## config.mk

```make
export PLATFORM = sky130hd
export DESIGN_NAME = scan_addr_ctrl_flat
export DESIGN_NICKNAME = d
export VERILOG_FILES = /design/src/rtl/scan_addr_ctrl_if.sv /design/src/rtl/scan_addr_ctrl.sv /design/src/flat_wrapper.sv
export SDC_FILE = /design/constraint.sdc
export NUM_CORES = 1
export LEC_CHECK = 0
export CELL_PAD_IN_SITES_DETAIL_PLACEMENT = 0
export CELL_PAD_IN_SITES_GLOBAL_PLACEMENT = 1
export CORE_ASPECT_RATIO = 1.75
export CORE_MARGIN = 3
export CORE_UTILIZATION = 31
export DETAILED_ROUTE_END_ITERATION = 10
export PLACE_DENSITY = 0.63
export SKIP_LAST_GASP = 1
export SYNTH_ARGS = -nofsm -noshare
export SYNTH_HDL_FRONTEND = slang
export SYNTH_SLANG_ARGS = --single-unit
```

## constraint.sdc

```tcl
create_clock -name clk -period 2.6 [get_ports clk]
set_clock_uncertainty 0.2 [all_clocks]
set_input_delay 0.52 -clock clk [delete_from_list [all_inputs] [get_ports clk]]
set_output_delay 0.52 -clock clk [all_outputs]
set_load 0.02 [all_outputs]
```

## src/rtl/scan_addr_ctrl_if.sv

```systemverilog
// Frame-scan handshake and address bus between the scan controller and the pixel pipeline.
// The stall signal exists only when SCAN_STALL_EN is defined.
interface scan_addr_ctrl_if #(
    parameter int ROW_W = 8,
    parameter int COL_W = 8
);
    logic             start;
`ifdef SCAN_STALL_EN
    logic             stall;
`endif
    logic             act;
    logic             rd;
    logic             wr;
    logic [ROW_W-1:0] addr_row_r;
    logic [COL_W-1:0] addr_col_r;
    logic [ROW_W-1:0] addr_row_w;
    logic [COL_W-1:0] addr_col_w;
    logic             busy;
    logic             done;

`ifdef SCAN_STALL_EN
    modport master (input start, input stall,
                    output act, output rd, output wr,
                    output addr_row_r, output addr_col_r,
                    output addr_row_w, output addr_col_w,
                    output busy, output done);
    modport slave  (output start, output stall,
                    input act, input rd, input wr,
                    input addr_row_r, input addr_col_r,
                    input addr_row_w, input addr_col_w,
                    input busy, input done);
`else
    modport master (input start,
                    output act, output rd, output wr,
                    output addr_row_r, output addr_col_r,
                    output addr_row_w, output addr_col_w,
                    output busy, output done);
    modport slave  (output start,
                    input act, input rd, input wr,
                    input addr_row_r, input addr_col_r,
                    input addr_row_w, input addr_col_w,
                    input busy, input done);
`endif
endinterface

```

## src/rtl/scan_addr_ctrl.sv

```systemverilog
// Raster-scan read/write address controller with a LAT-deep write delay and busy/done handshake.
// Optional freeze input compiled in with SCAN_STALL_EN.
module scan_addr_ctrl #(
    parameter int ROW_W = 8,
    parameter int COL_W = 8,
    parameter int ROWS  = 256,
    parameter int COLS  = 256,
    parameter int LAT   = 8
) (
    input  logic             clk,
    input  logic             rst,
    scan_addr_ctrl_if.master bus
);
    localparam logic [1:0] IDLE  = 2'd0;
    localparam logic [1:0] RUN   = 2'd1;
    localparam logic [1:0] DRAIN = 2'd2;
    localparam logic [1:0] DONE  = 2'd3;
    localparam int N     = ROWS * COLS;
    localparam int CNT_W = $clog2(N + 1);

    logic [1:0]       state_r;
    logic [1:0]       state_s;
    logic [CNT_W-1:0] rd_cnt_r;
    logic [CNT_W-1:0] rd_cnt_s;
    logic [CNT_W-1:0] wr_cnt_r;
    logic [CNT_W-1:0] wr_cnt_s;
    logic             rd_v_r;
    logic [LAT-1:0]   dl_r;
    logic [LAT-1:0]   dl_s;
    logic             wr_s;
    logic             adv_s;
    logic [ROW_W-1:0] rrow_r;
    logic [COL_W-1:0] rcol_r;
    logic [ROW_W-1:0] wrow_r;
    logic [COL_W-1:0] wcol_r;

    // Row-major successor of a pixel coordinate, wrapping to (0,0) after the last pixel.
    function automatic logic [ROW_W+COL_W-1:0] next_pix(input logic [ROW_W-1:0] row,
                                                         input logic [COL_W-1:0] col);
        logic [ROW_W-1:0] nrow;
        logic [COL_W-1:0] ncol;
        if (col == COL_W'(COLS - 1)) begin
            ncol = '0;
            if (row == ROW_W'(ROWS - 1)) begin
                nrow = '0;
            end else begin
                nrow = row + ROW_W'(1);
            end
        end else begin
            ncol = col + COL_W'(1);
            nrow = row;
        end
        return {nrow, ncol};
    endfunction

`ifdef SCAN_STALL_EN
    assign adv_s = ~bus.stall;
`else
    assign adv_s = 1'b1;
`endif

    // Delay line contents after the next advancing edge; its top bit is the next write strobe.
    always_comb begin
        dl_s    = '0;
        dl_s[0] = rd_v_r;
        for (int i = 1; i < LAT; i++) begin
            dl_s[i] = dl_r[i-1];
        end
    end

    assign wr_s = dl_s[LAT-1];

    // FSM next state plus read/write pixel counters used to find the last read and last write.
    always_comb begin
        state_s  = state_r;
        rd_cnt_s = rd_cnt_r;
        if (wr_s) begin
            wr_cnt_s = wr_cnt_r + CNT_W'(1);
        end else begin
            wr_cnt_s = wr_cnt_r;
        end
        case (state_r)
            IDLE: begin
                if (bus.start) begin
                    state_s = RUN;
                end else begin
                    state_s = IDLE;
                end
            end
            RUN: begin
                if (rd_cnt_r == CNT_W'(N - 1)) begin
                    state_s  = DRAIN;
                    rd_cnt_s = '0;
                end else begin
                    state_s  = RUN;
                    rd_cnt_s = rd_cnt_r + CNT_W'(1);
                end
            end
            DRAIN: begin
                if (wr_s && (wr_cnt_r == CNT_W'(N - 1))) begin
                    state_s  = DONE;
                    wr_cnt_s = '0;
                end else begin
                    state_s  = DRAIN;
                end
            end
            DONE: begin
                state_s = IDLE;
            end
            default: begin
                state_s = IDLE;
            end
        endcase
    end

    // Scan state; everything holds on a stalled edge so the whole frame simply stretches.
    always_ff @(posedge clk or negedge rst) begin
        if (!rst) begin
            state_r  <= IDLE;
            rd_cnt_r <= '0;
            wr_cnt_r <= '0;
            rd_v_r   <= 1'b0;
            dl_r     <= '0;
            rrow_r   <= '0;
            rcol_r   <= '0;
            wrow_r   <= '0;
            wcol_r   <= '0;
        end else if (adv_s) begin
            state_r  <= state_s;
            rd_cnt_r <= rd_cnt_s;
            wr_cnt_r <= wr_cnt_s;
            rd_v_r   <= (state_r == RUN);
            dl_r     <= dl_s;
            if (rd_v_r) begin
                {rrow_r, rcol_r} <= next_pix(rrow_r, rcol_r);
            end
            if (dl_r[LAT-1]) begin
                {wrow_r, wcol_r} <= next_pix(wrow_r, wcol_r);
            end
        end
    end

    // Registered strobes: forced low on stalled edges, busy holds so it never drops mid-stall.
    always_ff @(posedge clk or negedge rst) begin
        if (!rst) begin
            bus.rd   <= 1'b0;
            bus.act  <= 1'b0;
            bus.wr   <= 1'b0;
            bus.done <= 1'b0;
            bus.busy <= 1'b0;
        end else if (adv_s) begin
            bus.rd   <= (state_r == RUN);
            bus.act  <= rd_v_r;
            bus.wr   <= wr_s;
            bus.done <= (state_r == DONE);
            bus.busy <= (state_r == RUN) || (state_r == DRAIN);
        end else begin
            bus.rd   <= 1'b0;
            bus.act  <= 1'b0;
            bus.wr   <= 1'b0;
            bus.done <= 1'b0;
        end
    end

    assign bus.addr_row_r = rrow_r;
    assign bus.addr_col_r = rcol_r;
    assign bus.addr_row_w = wrow_r;
    assign bus.addr_col_w = wcol_r;
endmodule

```

## src/flat_wrapper.sv

```systemverilog
// flat-port wrapper written by rule: the top's interface ports become plain ports
module scan_addr_ctrl_flat 
#(
    parameter int ROW_W = 8,
    parameter int COL_W = 8,
    parameter int ROWS  = 256,
    parameter int COLS  = 256,
    parameter int LAT   = 8
)
  (clk, rst, bus_start, bus_act, bus_rd, bus_wr, bus_addr_row_r, bus_addr_col_r, bus_addr_row_w, bus_addr_col_w, bus_busy, bus_done);
  scan_addr_ctrl_if #(.ROW_W(ROW_W), .COL_W(COL_W)) bus_i ();
  input  logic clk;
  input  logic rst;
  input wire logic [$bits(bus_i.start)-1:0] bus_start;
  output wire logic [$bits(bus_i.act)-1:0] bus_act;
  output wire logic [$bits(bus_i.rd)-1:0] bus_rd;
  output wire logic [$bits(bus_i.wr)-1:0] bus_wr;
  output wire logic [$bits(bus_i.addr_row_r)-1:0] bus_addr_row_r;
  output wire logic [$bits(bus_i.addr_col_r)-1:0] bus_addr_col_r;
  output wire logic [$bits(bus_i.addr_row_w)-1:0] bus_addr_row_w;
  output wire logic [$bits(bus_i.addr_col_w)-1:0] bus_addr_col_w;
  output wire logic [$bits(bus_i.busy)-1:0] bus_busy;
  output wire logic [$bits(bus_i.done)-1:0] bus_done;
  assign bus_i.start = bus_start;
  assign bus_act = bus_i.act;
  assign bus_rd = bus_i.rd;
  assign bus_wr = bus_i.wr;
  assign bus_addr_row_r = bus_i.addr_row_r;
  assign bus_addr_col_r = bus_i.addr_col_r;
  assign bus_addr_row_w = bus_i.addr_row_w;
  assign bus_addr_col_w = bus_i.addr_col_w;
  assign bus_busy = bus_i.busy;
  assign bus_done = bus_i.done;
  scan_addr_ctrl #(.ROW_W(ROW_W), .COL_W(COL_W), .ROWS(ROWS), .COLS(COLS), .LAT(LAT)) u_core (.clk(clk), .rst(rst), .bus(bus_i));
endmodule
```

# Word-level counts from Yosys, hierarchy flattened
# Index checks and enable logic that the tools add are counted.
[totals] reg_bits=81 input_bits=3 output_inout_bits=37 elab_cells=45
[classes] addsub=6 eq_ne=9 mux=12 n_reduce_logical=5
[op_table] op="17-bit 2-to-1 mux" n=4
[op_table] op="17-bit by 1-bit adder with 17-bit output, second input constant" n=2
[op_table] op="17-bit by 16-bit equality test with 1-bit output, second input constant" n=2
[op_table] op="8-bit by 1-bit adder with 8-bit output, second input constant" n=4
[op_table] op="8-bit equality test, second input constant" n=4
[op_table] op="8-bit 2-to-1 mux" n=4
[op_table] op="2-bit one-hot mux with 4 select lines" n=1
[op_table] op="2-bit equality test, second input constant" n=2
[op_table] op="2-bit AND reduction" n=2
[op_table] op="2-bit by 1-bit equality test with 1-bit output, second input constant" n=1
[op_table] op="2-bit zero test" n=1
[op_table] op="1-bit 2-to-1 mux" n=2
[op_table] op="2-bit 2-to-1 mux" n=1
[op_table] op="1-bit logical AND" n=1
[op_table] op="1-bit logical OR" n=1

# Logic depth before layout (Yosys ltp)
[logic_depth] word_depth=4 mapped_depth=9 ltp_nobuf=7

# Worst setup path before layout
# OpenSTA, ideal clock, no wires.
[synth_path] path_kind="register to register" startpoint="reg u_core.wr_cnt_r[4]" endpoint="reg u_core.wr_cnt_r[10]" setup_time_ps=132 arrival_time_ps=1767 required_time_ps=2268 path_slack_ps=501 stages_incl_launch_ff=10 n_path_buf=3 synth_period_minus_slack_ps=2099 cell_sequence="dfrtp_1 > and3_1 > buf_2 > nand4_1 > nor2_1 > ha_1 > and3_1 > clkbuf_1 > clkbuf_1 > nor2_1"
[synth_via] elab_chain_cells=4 elab_cells_between_ends=6 cone_classes="1 x add/sub; 1 x eq/ne; 3 x mux; 1 x reduce/logical"
[synth_rtl] item="start: declaration" line_no="scan_addr_ctrl.sv:25" text="logic [CNT_W-1:0] wr_cnt_r;"
[synth_rtl] item="start signal: assignment" line_no="scan_addr_ctrl.sv:131" text="wr_cnt_r <= wr_cnt_s;"
[synth_rtl] item="17-bit by 1-bit adder with 17-bit output or 17-bit by 16-bit equality test with 1-bit output (tied branches)" line_no="scan_addr_ctrl.sv:78, scan_addr_ctrl.sv:100"
[synth_rtl] item="17-bit 2-to-1 mux or 1-bit logical AND (tied branches)" line_no="scan_addr_ctrl.sv:77, scan_addr_ctrl.sv:100"
[synth_rtl] item="17-bit 2-to-1 mux" line_no="scan_addr_ctrl.sv:100" text="if (wr_s && (wr_cnt_r == CNT_W'(N - 1))) begin"
[synth_rtl] item="17-bit 2-to-1 mux *" line_no="scan_addr_ctrl.sv:82" text="case (state_r)"
[synth_rtl] item="via u_core.wr_cnt_s[10]" line_no="scan_addr_ctrl.sv:26" text="logic [CNT_W-1:0] wr_cnt_s;"
# The timed path passes the listed nets; every way through them passes the cells marked *.
# A chain may end at the register's enable or synchronous reset.

==> reports/results.txt <==
The category of the most critical setup path is reg -> out. In this run the remaining antenna-violating nets after routing total 0. The total overflow left after global routing is 0. The tools report the root buffer selected by CTS as sky130_fd_sc_hd__clkbuf_16. From bottom edge to top edge, the die measures 149 um. After synthesis the netlist holds a flip-flop and latch count of 79. Clock tree synthesis inserted a total of 9 buffers. The achievable frequency was 450 MHz; the net count after synthesis was 352. The initial antenna violation count was 0; the final hold violation count was 0. Top-level I/O count: 40. The startpoint identified for the worst hold timing path is u_core.dl_r[5].

In this run the critical register-to-register path is launched from u_core.wr_cnt_r[4]. Slowest library cell on the worst path: sky130_fd_sc_hd__clkdlybuf4s50_1. After the first detailed-routing iteration, the DRC count stood at 91. Routability-driven placement finished with a final weighted congestion of 0.749. The first detailed-routing pass took 4 iterations. The portion of the clock cycle consumed by the worst path in the final layout is 0.855, and the horizontal extent of the die is 87.8 um. The setup check on the worst reg-to-reg path leaves a slack of 0.55 ns. The endpoint of the lowest-slack register-to-register path was u_core.wr_cnt_r[16]. The total routing resource utilization after global routing was 0.125.

The mapped cell area was 3630 um^2; the overall power of the completed layout was 2.39 mW. After detailed routing, the average wire length per cell comes to 14.4 um. The flow ran to the end, and the final reports show no timing, DRC or antenna violations. In this design, the stage delay of the slowest critical-path cell is 0.67 ns. Traced cell by cell, the critical path runs through clkdlybuf4s50_1.

Number of failing setup endpoints in the final timing report: 0. The logs give 2602 for the count of vias placed by the detailed router and 501 for the cell count after placement. For this block, wires on met1 add up to 3140 um.

Sorting the synthesized cells by area gives the leading types as sky130_fd_sc_hd__dfrtp_1 (54%), sky130_fd_sc_hd__xor2_1 (5.5%), sky130_fd_sc_hd__xnor2_1 (4.6%). The uppermost metal layer occupied by signal nets is met4. The maximum fanout along the worst path is 9. The critical path startpoint category is a flip-flop. At the end of the flow, the number of nets in the layout was 395.

The share of flip-flops with an asynchronous set or reset is 1.00, and the minimum clock period is 2.22 ns. The tightest min-delay check is of the reg -> reg type. The largest total area in the synthesized netlist belongs to sky130_fd_sc_hd__dfrtp_1. In this run the core area contains 51 standard-cell rows. A synthesized cell averages 10.7 um^2. In this run the power density over the cells is 538 nW/um^2. The clock reaches the later pin of the worst-skew pair after 0.34 ns.

After detailed routing, the number of vias per cell comes to 5.03. The tightest slew margin relative to the limit came out at 0.559. Setup repair after global routing left no endpoint under its margin. Summed over all cells, the static leakage comes to 1.95 nW. Data on the critical path arrives at its endpoint at 1.50 ns.

Wire segments on met3 add up to 213 um in the final route. Prevailing post-synth register cell: sky130_fd_sc_hd__dfrtp_1. For the number of levels in the clock H-tree, the log shows 3. The floorplan die area came out at 13100 um^2. The worst setup path is captured at an output port. The via count of the first global-routing pass was 2660; the final routed wirelength across all metal layers was 7440 um.

For the length of routed met2 wiring, the log shows 3930 um. 0 antenna diodes ended up in the layout. The synthesized design contains 0 enable-type register cells. The tools report the setup TNS as 0 ns.

For the pin with the worst max-slew slack, the measured transition is 0.653 ns. The worst hold path passes through 0 cells. No sink is reached through more buffers than the 2 on the longest clock path. The run gives 12700 um as the wire length of the first global-routing pass. Kind of cell with the highest combined delay on the critical path: buffers and inverters. The post-DP HPWL is 5400 um, and the final instance count without filler cells is 517.

Fill cells in the final layout number 1106. The worst register-to-register path has a depth of 7. The initial standard-cell utilization of the core was 0.322. The share of the synthesized area in the top cell type was 0.544; the number of buffers and inverters on the critical path was 1.

The fraction of the yosys area taken by sequential cells came out at 0.544. The tools report the final max-slew violation count as 0. The share of layout cells above drive strength 1 was 0.0753. Max-cap violations in this run came to 0.

The area of the core was 11300 um^2; the residual DRC count was 0. After clock tree synthesis, the clock-pin slew on the worst setup and hold paths is 0.05 ns. During placement, the flow inserted port buffers numbering 39. The area growth from synthesis to layout is 22.1%.

STA puts the critical path data required time at 1.88 ns. In this run, post-CTS repair resized a total of 0 instances. Yosys mapped the design onto 41 distinct sky130hd cell types. The path with the worst hold slack has its endpoint at u_core.dl_r[6]. Entering global routing, the biggest net connects 36 pins.

In the synthesized netlist, the number of instances is 338. TritonCTS built the clock tree. Yosys printed 0 warnings.

The tree built by TritonCTS fans out to 79 sinks. The highest ir drop seen on vdd came out at 0.352 mV.
==> kinds of logic after synthesis <==
logic type,count (synthesis),synth area share
compound gates,39,0.0648
xor+xnor,42,0.101
fa+ha+maj,11,0.0379
buf+inv,21,0.0265
flops,79,0.544
mux,5,0.0148
simple gates,141,0.210
==> layout by cell type (no fill, tap or decap), types with 2 or more instances in the layout <==
master / count
sky130_fd_sc_hd__dfrtp_1: 79
sky130_fd_sc_hd__clkdlybuf4s50_1: 38
sky130_fd_sc_hd__nor2_1: 36
sky130_fd_sc_hd__nand2_1: 25
sky130_fd_sc_hd__xor2_1: 23
sky130_fd_sc_hd__nand3_1: 22
sky130_fd_sc_hd__xnor2_1: 19
sky130_fd_sc_hd__nand4_1: 18
sky130_fd_sc_hd__o21ai_0: 17
sky130_fd_sc_hd__and3_1: 13
sky130_fd_sc_hd__ha_1: 11
sky130_fd_sc_hd__clkbuf_16: 9
sky130_fd_sc_hd__inv_1: 7
sky130_fd_sc_hd__and4_1: 7
sky130_fd_sc_hd__a21oi_1: 7
sky130_fd_sc_hd__o31ai_1: 7
sky130_fd_sc_hd__buf_4: 7
sky130_fd_sc_hd__clkinv_2: 5
sky130_fd_sc_hd__or3_1: 4
sky130_fd_sc_hd__nor4_1: 4
sky130_fd_sc_hd__and2_1: 3
sky130_fd_sc_hd__mux2i_1: 2
sky130_fd_sc_hd__a211oi_1: 2
sky130_fd_sc_hd__mux2_2: 2
==> through the flow <==
step | instance area [um^2] | worst slack, ns | hold slack (ns) | util
finish | 4430 | 0.378 | 0.147 | 0.393
CTS | 4430 | 0.340 | 0.150 | 0.393
global placement | 4160 | 0.610 | 0.133 | 0.368
floorplan | 3630 | 0.501 | 0.0244 | -
detailed placement | 4160 | 0.546 | 0.137 | 0.368
global route | 4430 | 0.299 | 0.153 | 0.393
==> synthesized netlist by cell type, types with 11 or more instances <==
| cell type | instances |
|---|---|
| sky130_fd_sc_hd__nand2_1 | 25 |
| sky130_fd_sc_hd__dfrtp_1 | 79 |
| sky130_fd_sc_hd__nand3_1 | 22 |
| sky130_fd_sc_hd__o21ai_0 | 17 |
| sky130_fd_sc_hd__ha_1 | 11 |
| sky130_fd_sc_hd__xor2_1 | 23 |
| sky130_fd_sc_hd__nand4_1 | 18 |
| sky130_fd_sc_hd__xnor2_1 | 19 |
| sky130_fd_sc_hd__and3_1 | 13 |
| sky130_fd_sc_hd__nor2_1 | 36 |
==> report_power, final <==
group          total, mW  internal, mW  switching [mW]
logic             0.0309       0.00624          0.0247
clock network       1.13         0.657           0.469
registers           1.23          1.23               0
total               2.39          1.89           0.493
==> worst max-delay path by stage <==
stage                                  start                  end  slack, ns  cells after the start
after CTS                      u_core.rd_v_r               bus_rd       0.34                      1
after floorplan           u_core.wr_cnt_r[4]  u_core.wr_cnt_r[10]       0.50                      9
after global placement    u_core.wr_cnt_r[4]  u_core.wr_cnt_r[16]       0.61                      7
after global routing           u_core.rd_v_r               bus_rd       0.30                      1
final                          u_core.rd_v_r               bus_rd       0.38                      1
after detailed placement  u_core.wr_cnt_r[4]  u_core.wr_cnt_r[16]       0.55                      7
==> metal layers <==
metal,global-route usage,vias up
li1,-,1273
met4,0.0561,0
met5,0,-
met1,0.145,1267
met3,0.0332,12
met2,0.210,50
==> sequential cells by signal, indices dropped and copies added, names as in the netlist, named ones only <==
register               cells
u_core.rd_cnt_r           17
u_core.wr_cnt_r           17
u_core.bus.addr_col_r      8
u_core.bus.addr_col_w      8
u_core.bus.addr_row_r      8
u_core.bus.addr_row_w      8
u_core.dl_r                7
u_core.bus.busy            1
u_core.bus.done            1
u_core.bus.wr              1
u_core.rd_v_r              1
u_core.state_r             1
==> layout make-up <==
type,count,area (um^2),area share
tap,132,165,0.0372
multi-input combinational,238,1560,0.352
timing repair buffer,46,443,0.0999
clock buffer,10,239,0.0539
sequential,79,1980,0.446
inverter,7,26.3,0.00593
clock inverter,5,25.0,0.00564
==> timing repair <==
action	4_1_cts	5_1_grt
setup buffers	0	0
hold buffers	1	0
hold endpoints to repair	32	0
(Power assumes the default switching activity.)
